==> src/rtl/morse_pkg.sv <==
// Shared types and constants for the Morse keyer controller.
//   state_e   : sequencer states
//   MAX_ELEMS : element capacity of one symbol
//   LEN_W     : width of the element count
//   ELEM_*    : element encoding in the symbol word
package morse_pkg;

    typedef enum logic [2:0] {
        StIdle,
        StPress,
        StLgap,
        StEmitL,
        StWgap,
        StEmitW
    } state_e;

    localparam int unsigned MAX_ELEMS = 5;
    localparam int unsigned LEN_W     = 3;

    localparam logic ELEM_DOT  = 1'b0;
    localparam logic ELEM_DASH = 1'b1;

endpackage

==> src/rtl/morse_dur_counter.sv <==
// Saturating duration counter used to time key presses and gaps.
// Ports:
//   clk, rst_n : clock, asynchronous active-low reset
//   clr_i      : synchronous clear (wins over inc_i)
//   inc_i      : count enable, one time unit per assertion
//   cnt_o      : current count, saturates at all-ones
module morse_dur_counter #(
    parameter int unsigned CNT_W = 8
) (
    input  logic             clk,
    input  logic             rst_n,
    input  logic             clr_i,
    input  logic             inc_i,
    output logic [CNT_W-1:0] cnt_o
);

    logic [CNT_W-1:0] cnt_q, cnt_d;

    always_comb begin
        cnt_d = cnt_q;
        if (clr_i) begin
            cnt_d = '0;
        end else if (inc_i && (cnt_q != '1)) begin
            cnt_d = cnt_q + 1'b1;
        end
    end

    always_ff @(posedge clk or negedge rst_n) begin
        if (!rst_n) begin
            cnt_q <= '0;
        end else begin
            cnt_q <= cnt_d;
        end
    end

    assign cnt_o = cnt_q;

endmodule

==> src/rtl/morse_keyer_ctrl.sv <==
// Morse keyer controller: times key presses into dots/dashes, finds letter and
// word boundaries from key-up time, and hands out one symbol per boundary over
// a valid/ready handshake.
// Ports:
//   clk, rst_n   : clock, asynchronous active-low reset
//   tick_i       : one-cycle time-unit enable
//   key_i        : debounced key level, 1 = pressed
//   out_valid_o  : symbol available, held until accepted
//   out_ready_i  : consumer ready
//   out_bits_o   : elements, bit i = element i, 1 = dash
//   out_len_o    : element count
//   out_space_o  : word-space symbol
//   err_o        : one-cycle pulse on element overflow or press lost in a stall
module morse_keyer_ctrl
    import morse_pkg::*;
#(
    parameter int unsigned CNT_W      = 8,
    parameter int unsigned DOT_MAX    = 3,
    parameter int unsigned LETTER_GAP = 3,
    parameter int unsigned WORD_GAP   = 7
) (
    input  logic                 clk,
    input  logic                 rst_n,
    input  logic                 tick_i,
    input  logic                 key_i,
    output logic                 out_valid_o,
    input  logic                 out_ready_i,
    output logic [MAX_ELEMS-1:0] out_bits_o,
    output logic [LEN_W-1:0]     out_len_o,
    output logic                 out_space_o,
    output logic                 err_o
);

    localparam logic [CNT_W-1:0] DotMaxC    = CNT_W'(DOT_MAX);
    localparam logic [CNT_W-1:0] LetterGapC = CNT_W'(LETTER_GAP);
    // The counter restarts at the letter boundary, so the word threshold is the
    // remainder of the total gap.
    localparam logic [CNT_W-1:0] WordRemC   = CNT_W'(WORD_GAP - LETTER_GAP);
    localparam logic [LEN_W-1:0] MaxLenC    = LEN_W'(MAX_ELEMS);

    state_e               state_q, state_d;
    logic                 key_q;
    logic [MAX_ELEMS-1:0] buf_q, buf_d;
    logic [LEN_W-1:0]     len_q, len_d;
    logic                 valid_q, valid_d;
    logic [MAX_ELEMS-1:0] bits_q, bits_d;
    logic [LEN_W-1:0]     olen_q, olen_d;
    logic                 space_q, space_d;
    logic                 err_q, err_d;

    logic             rise, fall, accept;
    logic             cnt_clr, cnt_inc;
    logic [CNT_W-1:0] cnt;

    morse_dur_counter #(
        .CNT_W (CNT_W)
    ) u_dur_counter (
        .clk   (clk),
        .rst_n (rst_n),
        .clr_i (cnt_clr),
        .inc_i (cnt_inc),
        .cnt_o (cnt)
    );

    assign rise   = key_i & ~key_q;
    assign fall   = ~key_i & key_q;
    assign accept = valid_q & out_ready_i;

    always_comb begin
        state_d = state_q;
        buf_d   = buf_q;
        len_d   = len_q;
        valid_d = valid_q;
        bits_d  = bits_q;
        olen_d  = olen_q;
        space_d = space_q;
        err_d   = 1'b0;
        cnt_clr = 1'b0;
        cnt_inc = tick_i;

        case (state_q)
            StIdle: begin
                if (rise) begin
                    state_d = StPress;
                    cnt_clr = 1'b1;
                end
            end

            StPress: begin
                if (fall) begin
                    if (len_q < MaxLenC) begin
                        buf_d[len_q] = (cnt >= DotMaxC) ? ELEM_DASH : ELEM_DOT;
                        len_d        = len_q + 1'b1;
                    end else begin
                        err_d = 1'b1;
                    end
                    state_d = StLgap;
                    cnt_clr = 1'b1;
                end
            end

            StLgap: begin
                if (rise) begin
                    state_d = StPress;
                    cnt_clr = 1'b1;
                end else if (cnt == LetterGapC) begin
                    state_d = StEmitL;
                    cnt_clr = 1'b1;
                    valid_d = 1'b1;
                    bits_d  = buf_q;
                    olen_d  = len_q;
                    space_d = 1'b0;
                end
            end

            StEmitL: begin
                // Keep timing the gap so the word boundary still lands WORD_GAP
                // after the release even when the consumer stalls.
                cnt_inc = tick_i & ~key_i;
                // Key was low on entry, so any release here is a press that
                // began and ended inside the stall.
                if (fall) begin
                    err_d = 1'b1;
                end
                if (accept) begin
                    valid_d = 1'b0;
                    bits_d  = '0;
                    olen_d  = '0;
                    buf_d   = '0;
                    len_d   = '0;
                    if (key_i) begin
                        state_d = StPress;
                        cnt_clr = 1'b1;
                    end else begin
                        state_d = StWgap;
                    end
                end
            end

            StWgap: begin
                if (rise) begin
                    state_d = StPress;
                    cnt_clr = 1'b1;
                end else if (cnt >= WordRemC) begin
                    state_d = StEmitW;
                    cnt_clr = 1'b1;
                    valid_d = 1'b1;
                    bits_d  = '0;
                    olen_d  = '0;
                    space_d = 1'b1;
                end
            end

            StEmitW: begin
                if (fall) begin
                    err_d = 1'b1;
                end
                if (accept) begin
                    valid_d = 1'b0;
                    space_d = 1'b0;
                    state_d = key_i ? StPress : StIdle;
                    cnt_clr = 1'b1;
                end
            end

            default: begin
                state_d = StIdle;
                cnt_clr = 1'b1;
            end
        endcase
    end

    always_ff @(posedge clk or negedge rst_n) begin
        if (!rst_n) begin
            state_q <= StIdle;
            key_q   <= 1'b0;
            buf_q   <= '0;
            len_q   <= '0;
            valid_q <= 1'b0;
            bits_q  <= '0;
            olen_q  <= '0;
            space_q <= 1'b0;
            err_q   <= 1'b0;
        end else begin
            state_q <= state_d;
            key_q   <= key_i;
            buf_q   <= buf_d;
            len_q   <= len_d;
            valid_q <= valid_d;
            bits_q  <= bits_d;
            olen_q  <= olen_d;
            space_q <= space_d;
            err_q   <= err_d;
        end
    end

    assign out_valid_o = valid_q;
    assign out_bits_o  = bits_q;
    assign out_len_o   = olen_q;
    assign out_space_o = space_q;
    assign err_o       = err_q;

endmodule

==> config.mk <==
export PLATFORM = sky130hd
export DESIGN_NAME = morse_keyer_ctrl
export DESIGN_NICKNAME = d
export VERILOG_FILES = /design/src/rtl/morse_pkg.sv /design/src/rtl/morse_dur_counter.sv /design/src/rtl/morse_keyer_ctrl.sv
export SDC_FILE = /design/constraint.sdc
export NUM_CORES = 1
export LEC_CHECK = 0
export CAP_MARGIN = 10
export CORE_UTILIZATION = 45
export DETAILED_ROUTE_END_ITERATION = 12
export GPL_TIMING_DRIVEN = 0
export PLACE_DENSITY = 0.74
export SLEW_MARGIN = 20
export SYNTH_ARGS = -nofsm -noshare
export SYNTH_HDL_FRONTEND = slang
export SYNTH_HIERARCHICAL = 1
export SYNTH_SLANG_ARGS = --single-unit
export TNS_END_PERCENT = 10
==> constraint.sdc <==
create_clock -name clk -period 3.58 [get_ports clk]
set_input_delay 0.716 -clock clk [delete_from_list [all_inputs] [get_ports clk]]
set_output_delay 0.716 -clock clk [all_outputs]
set_load 0.02 [all_outputs]
---- Word-level counts from Yosys, hierarchy flattened ----
Cells that the tools add are included.
cells by class
  add/sub/neg operators ................... 2
  order comparisons ....................... 5
  equality and inequality tests ........... 19
  mux-type cells .......................... 58
  bitwise operators ....................... 6
  reductions and logical operators ........ 14
operators with widths
  cell                                                                                 number
  3-bit two-way mux                                                                    16
  5-bit two-way mux                                                                    7
  6-bit AND reduction                                                                  4
  1-bit two-way mux                                                                    22
  2-bit inequality test, second input constant                                         9
  3-bit case mux with 6 select lines                                                   1
  8-bit two-way mux                                                                    2
  5-bit case mux with 3 select lines                                                   1
  5-bit case mux with 2 select lines                                                   1
  3-bit case mux with 3 select lines                                                   1
  3-bit nonzero test                                                                   3
  8-bit by 1-bit adder with 8-bit output, second input constant                        1
  8-bit by 2-bit == test with 1-bit output, second input constant                      1
  8-bit by 2-bit greater-or-equal comparator with 1-bit output, second input constant  1
  8-bit by 3-bit greater-or-equal comparator with 1-bit output, second input constant  1
  8-bit inequality test, second input constant                                         1
  3-bit by 2-bit == test with 1-bit output, second input constant                      2
  3-bit == test, second input constant                                                 2
  3-bit inequality test, second input constant                                         2
  1-bit case mux with 3 select lines                                                   2
  1-bit case mux with 6 select lines                                                   1
  3-bit case mux with 2 select lines                                                   1
  5-bit bitwise mux                                                                    1
  1-bit bitwise AND                                                                    4
  other kinds (14)                                                                     17
storage, ports and cells
  flip-flop bits (word level) ............. 31
  bits of input ports ..................... 5
  output and inout bits ................... 11
  word-level logic and storage cells ...... 114

---- Longest topological paths before layout ----
  depth in word-level cells ............... 8
  depth in mapped cells ................... 8
  depth with buffers taken out ............ 6

---- Cells and area by module ----
Netlist, hierarchy kept.
by module, submodules not included
  module             instances  cells each  area an instance (µm²)  sequential area each (µm²)
  morse_keyer_ctrl   1          160         1,421.4                 575.6
  morse_dur_counter  1          49          464.2                   200.2

---- Worst setup path after synthesis ----
No wires, ideal clock.
  path kind ............................... flip-flop to flip-flop
  from .................................... register u_dur_counter.cnt_q[6] (netlist: u_dur_counter/cnt_o[6])
  to ...................................... register u_dur_counter.cnt_q[0] (netlist: u_dur_counter/cnt_o[0])
  setup time .............................. 0.125 ns
  arrival time ............................ 2.558 ns
  required time ........................... 3.455 ns
  setup slack ............................. 0.897 ns
  cell stages (with the launch flop) ...... 9
  path buffers ............................ 2
  period minus slack after synthesis ...... 2.683 ns
  cells stage by stage .................... dfrtp_1 > or4_4 > or4b_1 > buf_2 > o221a_2 > o21ai_0 > clkbuf_1 > nor2_1 > mux2_2
between the ends
  cells in the longest elaborated chain, start to end .. 5
  elaborated cells on any way between the ends .. 11
  classes of those cells .................. 1 x order compare; 2 x eq/ne; 6 x mux; 2 x reduce/logical
RTL lines
  what                                                                                                                             RTL line                                          RTL
  from (decl)                                                                                                                      morse_dur_counter.sv:17                           logic [CNT_W-1:0] cnt_q, cnt_d;
  from (signal assigned)                                                                                                           morse_dur_counter.sv:32                           cnt_q <= cnt_d;
  8-bit by 3-bit greater-or-equal comparator with 1-bit output / 8-bit by 2-bit == test with 1-bit output (equally long branches)  morse_keyer_ctrl.sv:144, morse_keyer_ctrl.sv:106
  1-bit two-way mux (on tied branches)                                                                                             morse_keyer_ctrl.sv:144, morse_keyer_ctrl.sv:106
  1-bit two-way mux (on tied branches)                                                                                             morse_keyer_ctrl.sv:141, morse_keyer_ctrl.sv:103
  1-bit case mux with 6 select lines *                                                                                             morse_keyer_ctrl.sv:81                            case (state_q)
  named net cnt_clr                                                                                                                morse_keyer_ctrl.sv:52                            logic cnt_clr, cnt_inc;
  8-bit two-way mux / 2-bit nonzero test (equally long branches)                                                                   n/a
The timed path passes the listed nets; every way through them passes the cells marked *.
A chain may end at the register's enable or synchronous reset.

---- Worst setup path after layout ----
Same ends and word-level chain as after synthesis.

==> flow_summary.toml <==
[logic_synthesis]
yosysWarnings = 6
async_flop_share = 1.00
synthCells = 209
synth.most_common_cell = "dfrtp_1"
ys.flop_type = "dfrtp_1"
synthDistinctLibCells = 46
yosys.area.top_type_share = 0.411
synth_edf_count = 0
synthTopCellsByArea = "dfrtp_1 41%, mux2i_1 6.4%, nand2_1 5.4%"
synthTopCellsByCount = "31 x dfrtp_1, 27 x nand2_1, 17 x o21ai_0"
syn-num-nets = 216
synth-seq-cells = 31
ys_seq_area_frac = 0.411
synth_area_leader_cell = "dfrtp_1"
netlist_area_um2 = 1890
syn_avg_cell_area_um2 = 9.02

[worst_setup_path]
slowest_stage = "or4_4"
crit_chain = "or4_4, or4b_1, buf_2, o221a_2, o21ai_0, clkbuf_1, nor2b_1, mux2_2"
critPathMaxStageDelay_ps = 550
arrival_ps = 3110
critPathRequiredTime_ps = 3760
crit_path_end_kind = "flip-flop"
crit_family = "simple AND/OR/NAND/NOR gates"
worstPathMaxFanout = 10
start_kind = "flip-flop"
crit_buf_inv = 2
crit_type = "reg -> reg"

[global_route]
grt_first_pass_wirelength_um = 7200
grt_pass1_vias = 1572
antenna_found_initial = 0
grt.overflow.total = 0
grt_util_all_layers = 0.219
grt_max_degree = 32

[routing]
antenna_left = 0
wl_um = 4210
vias = 1658
wl_per_cell_um = 14.9
drc_errors = 0
vias_per_cell = 5.88
firstDrtPassIters = 5
drt_iter0_markers = 104

[timing]
setup_viol = 0
worst_slew_pin_slew_ps = 982
fin_setup_tns_ps = 0
hold_violations = 0
post-route-period-util = 0.818
fin_crit_ps = 2930
maxSlewHeadroom = 0.339
report.final.slew_viol_count = 0
finalClockSkew_ps = 5.21
rsz0062_at_grt = "no"
max_freq_ghz = 0.341

[finish]
fillers = 357
final_area_um2 = 2210
drive_above_1_share = 0.0948
area_delta_synth_final_pct = 17.3
fin_nets = 238
diodes = 0

[run]
cap_viol_max_count = 0

[clock_tree]
cts_resized = 0
clockRootBuffer = "clkbuf_8"
cts_buffer_depth = 2
clock_latency_ps = 290
cts.sinks = 31
cts_tree = "built"
postCtsSetupBuffers = 0
htree_levels = 2
cts_buffers = 5
path_clk_slew_ps = 70
cts_hold_repair.buffers = 0

[power_and_ir_drop]
power.density_nw_per_um2 = 781
ir_worst_vdd_v = 0.000481
leakagePower_nw = 0.906

[die]
die_width_um = 66.7
core_area_um2 = 4000
initial_core_util = 0.471
die_area_um2 = 4450
num_rows = 23
io_pins = 16
die_h_um = 66.7

[place]
postPlaceCellArea_um2 = 2090
io_buffers = 15
hpwl_um = 2990
gp_congestion = 0.930

[status]
status = "finished clean"

[min_path]
min_path_type = "in -> async"
==> stage by stage <==
step / total power, mW / cells / setup WS, ps / utilization / hold WS, ps
after floorplan: 1.11 / 209 / 897 / - / 420
after global placement: 1.34 / 274 / 579 / 0.525 / 490
after detailed placement: 1.37 / 274 / 580 / 0.523 / 513
after CTS: 1.73 / 282 / 629 / 0.553 / 497
after global routing: 1.86 / 282 / 511 / 0.553 / 529
final: 1.73 / 282 / 650 / 0.553 / 466
==> worst register-to-register path, delay by kind of cell, from the launching register on <==
family / cells / cell delay, ps
and+or+nand+nor: 3 / 1100
muxes: 1 / 270
DFF: 1 / 410
AOI/OAI and AO/OA: 2 / 490
buffers and inverters: 2 / 540
==> placed cells by master, fill, tap and decap left out, drive strengths merged, types with 2 or more instances in the layout <==
cell type / netlist / routed
o31ai: 2 / 2
a22o: 2 / 2
mux2i: 12 / 12
ha: 2 / 2
mux2: 4 / 4
o41ai: 3 / 3
nor4: 2 / 2
clkbuf: 8 / 14
nand3b: 2 / 2
a21boi: 4 / 4
nor2: 7 / 7
or3: 4 / 4
nor3: 8 / 8
o21ai: 17 / 17
and3: 3 / 3
clkdlybuf4s50: 0 / 14
o211ai: 2 / 2
a22oi: 2 / 2
nor3b: 3 / 3
a31oi: 3 / 3
and2: 2 / 2
o32ai: 2 / 2
nand2: 27 / 27
inv: 7 / 7
nor2b: 8 / 8
nand3: 6 / 6
buf: 3 / 4
dfrtp: 31 / 31
and4: 2 / 2
nand2b: 8 / 8
a21oi: 10 / 10
==> worst paths after layout <==
kind                       slack [ps]                     end  cells past startpoint              startpoint
max reg2reg                       650  u_dur_counter/cnt_o[0]                      8  u_dur_counter/cnt_o[6]
max                               650  u_dur_counter/cnt_o[0]                      8  u_dur_counter/cnt_o[6]
min in group clk                  530           out_bits_o[2]                      2           out_bits_o[2]
min                               470           out_bits_o[3]                      1                   rst_n
max in group asynchronous        2670                len_q[0]                      1                   rst_n
min reg2reg                       530           out_bits_o[2]                      2           out_bits_o[2]
==> state kept, by name (all words and copies together) (netlist names) <==
signal,cells
out_valid_o,1
out_space_o,1
out_len_o,3
u_dur_counter/cnt_o,8
err_o,1
key_q,1
out_bits_o,5
len_q,3
buf_q,5
state_q,3
==> layer usage <==
metal	global-route usage	share of wire	vias up
met4	0.101	0.017	0
met5	0	0	-
met2	0.345	0.48	41
met3	0.0548	0.038	7
met1	0.279	0.46	797
li1	-	-	813
==> cell type report <==
type / count / area, um^2 / area share
flip-flops and latches: 31 / 776 / 0.351
multi-input cells: 160 / 1040 / 0.470
repair buffers: 15 / 145 / 0.0656
clock buffers: 6 / 82.6 / 0.0374
inverters: 7 / 26.3 / 0.0119
clock inverters: 2 / 35.0 / 0.0158
well taps: 50 / 62.6 / 0.0283
plain buffers: 11 / 45.0 / 0.0204
==> kinds of logic after synthesis <==
logic type,synth area share
AND/OR/NAND/NOR,0.250
AO/OA/AOI/OAI,0.200
flip-flops,0.411
buffers and inverters,0.0378
multiplexers,0.0876
adder cells (fa/ha/maj),0.0133
==> power breakdown <==
group	internal (mW)	total (mW)	switching, mW	leakage [nW]
logic	0.328	0.817	0.489	0.440
registers	0.464	0.544	0.0795	0.404
clock network	0.225	0.366	0.140	0.0612
(Power assumes the default switching activity.)
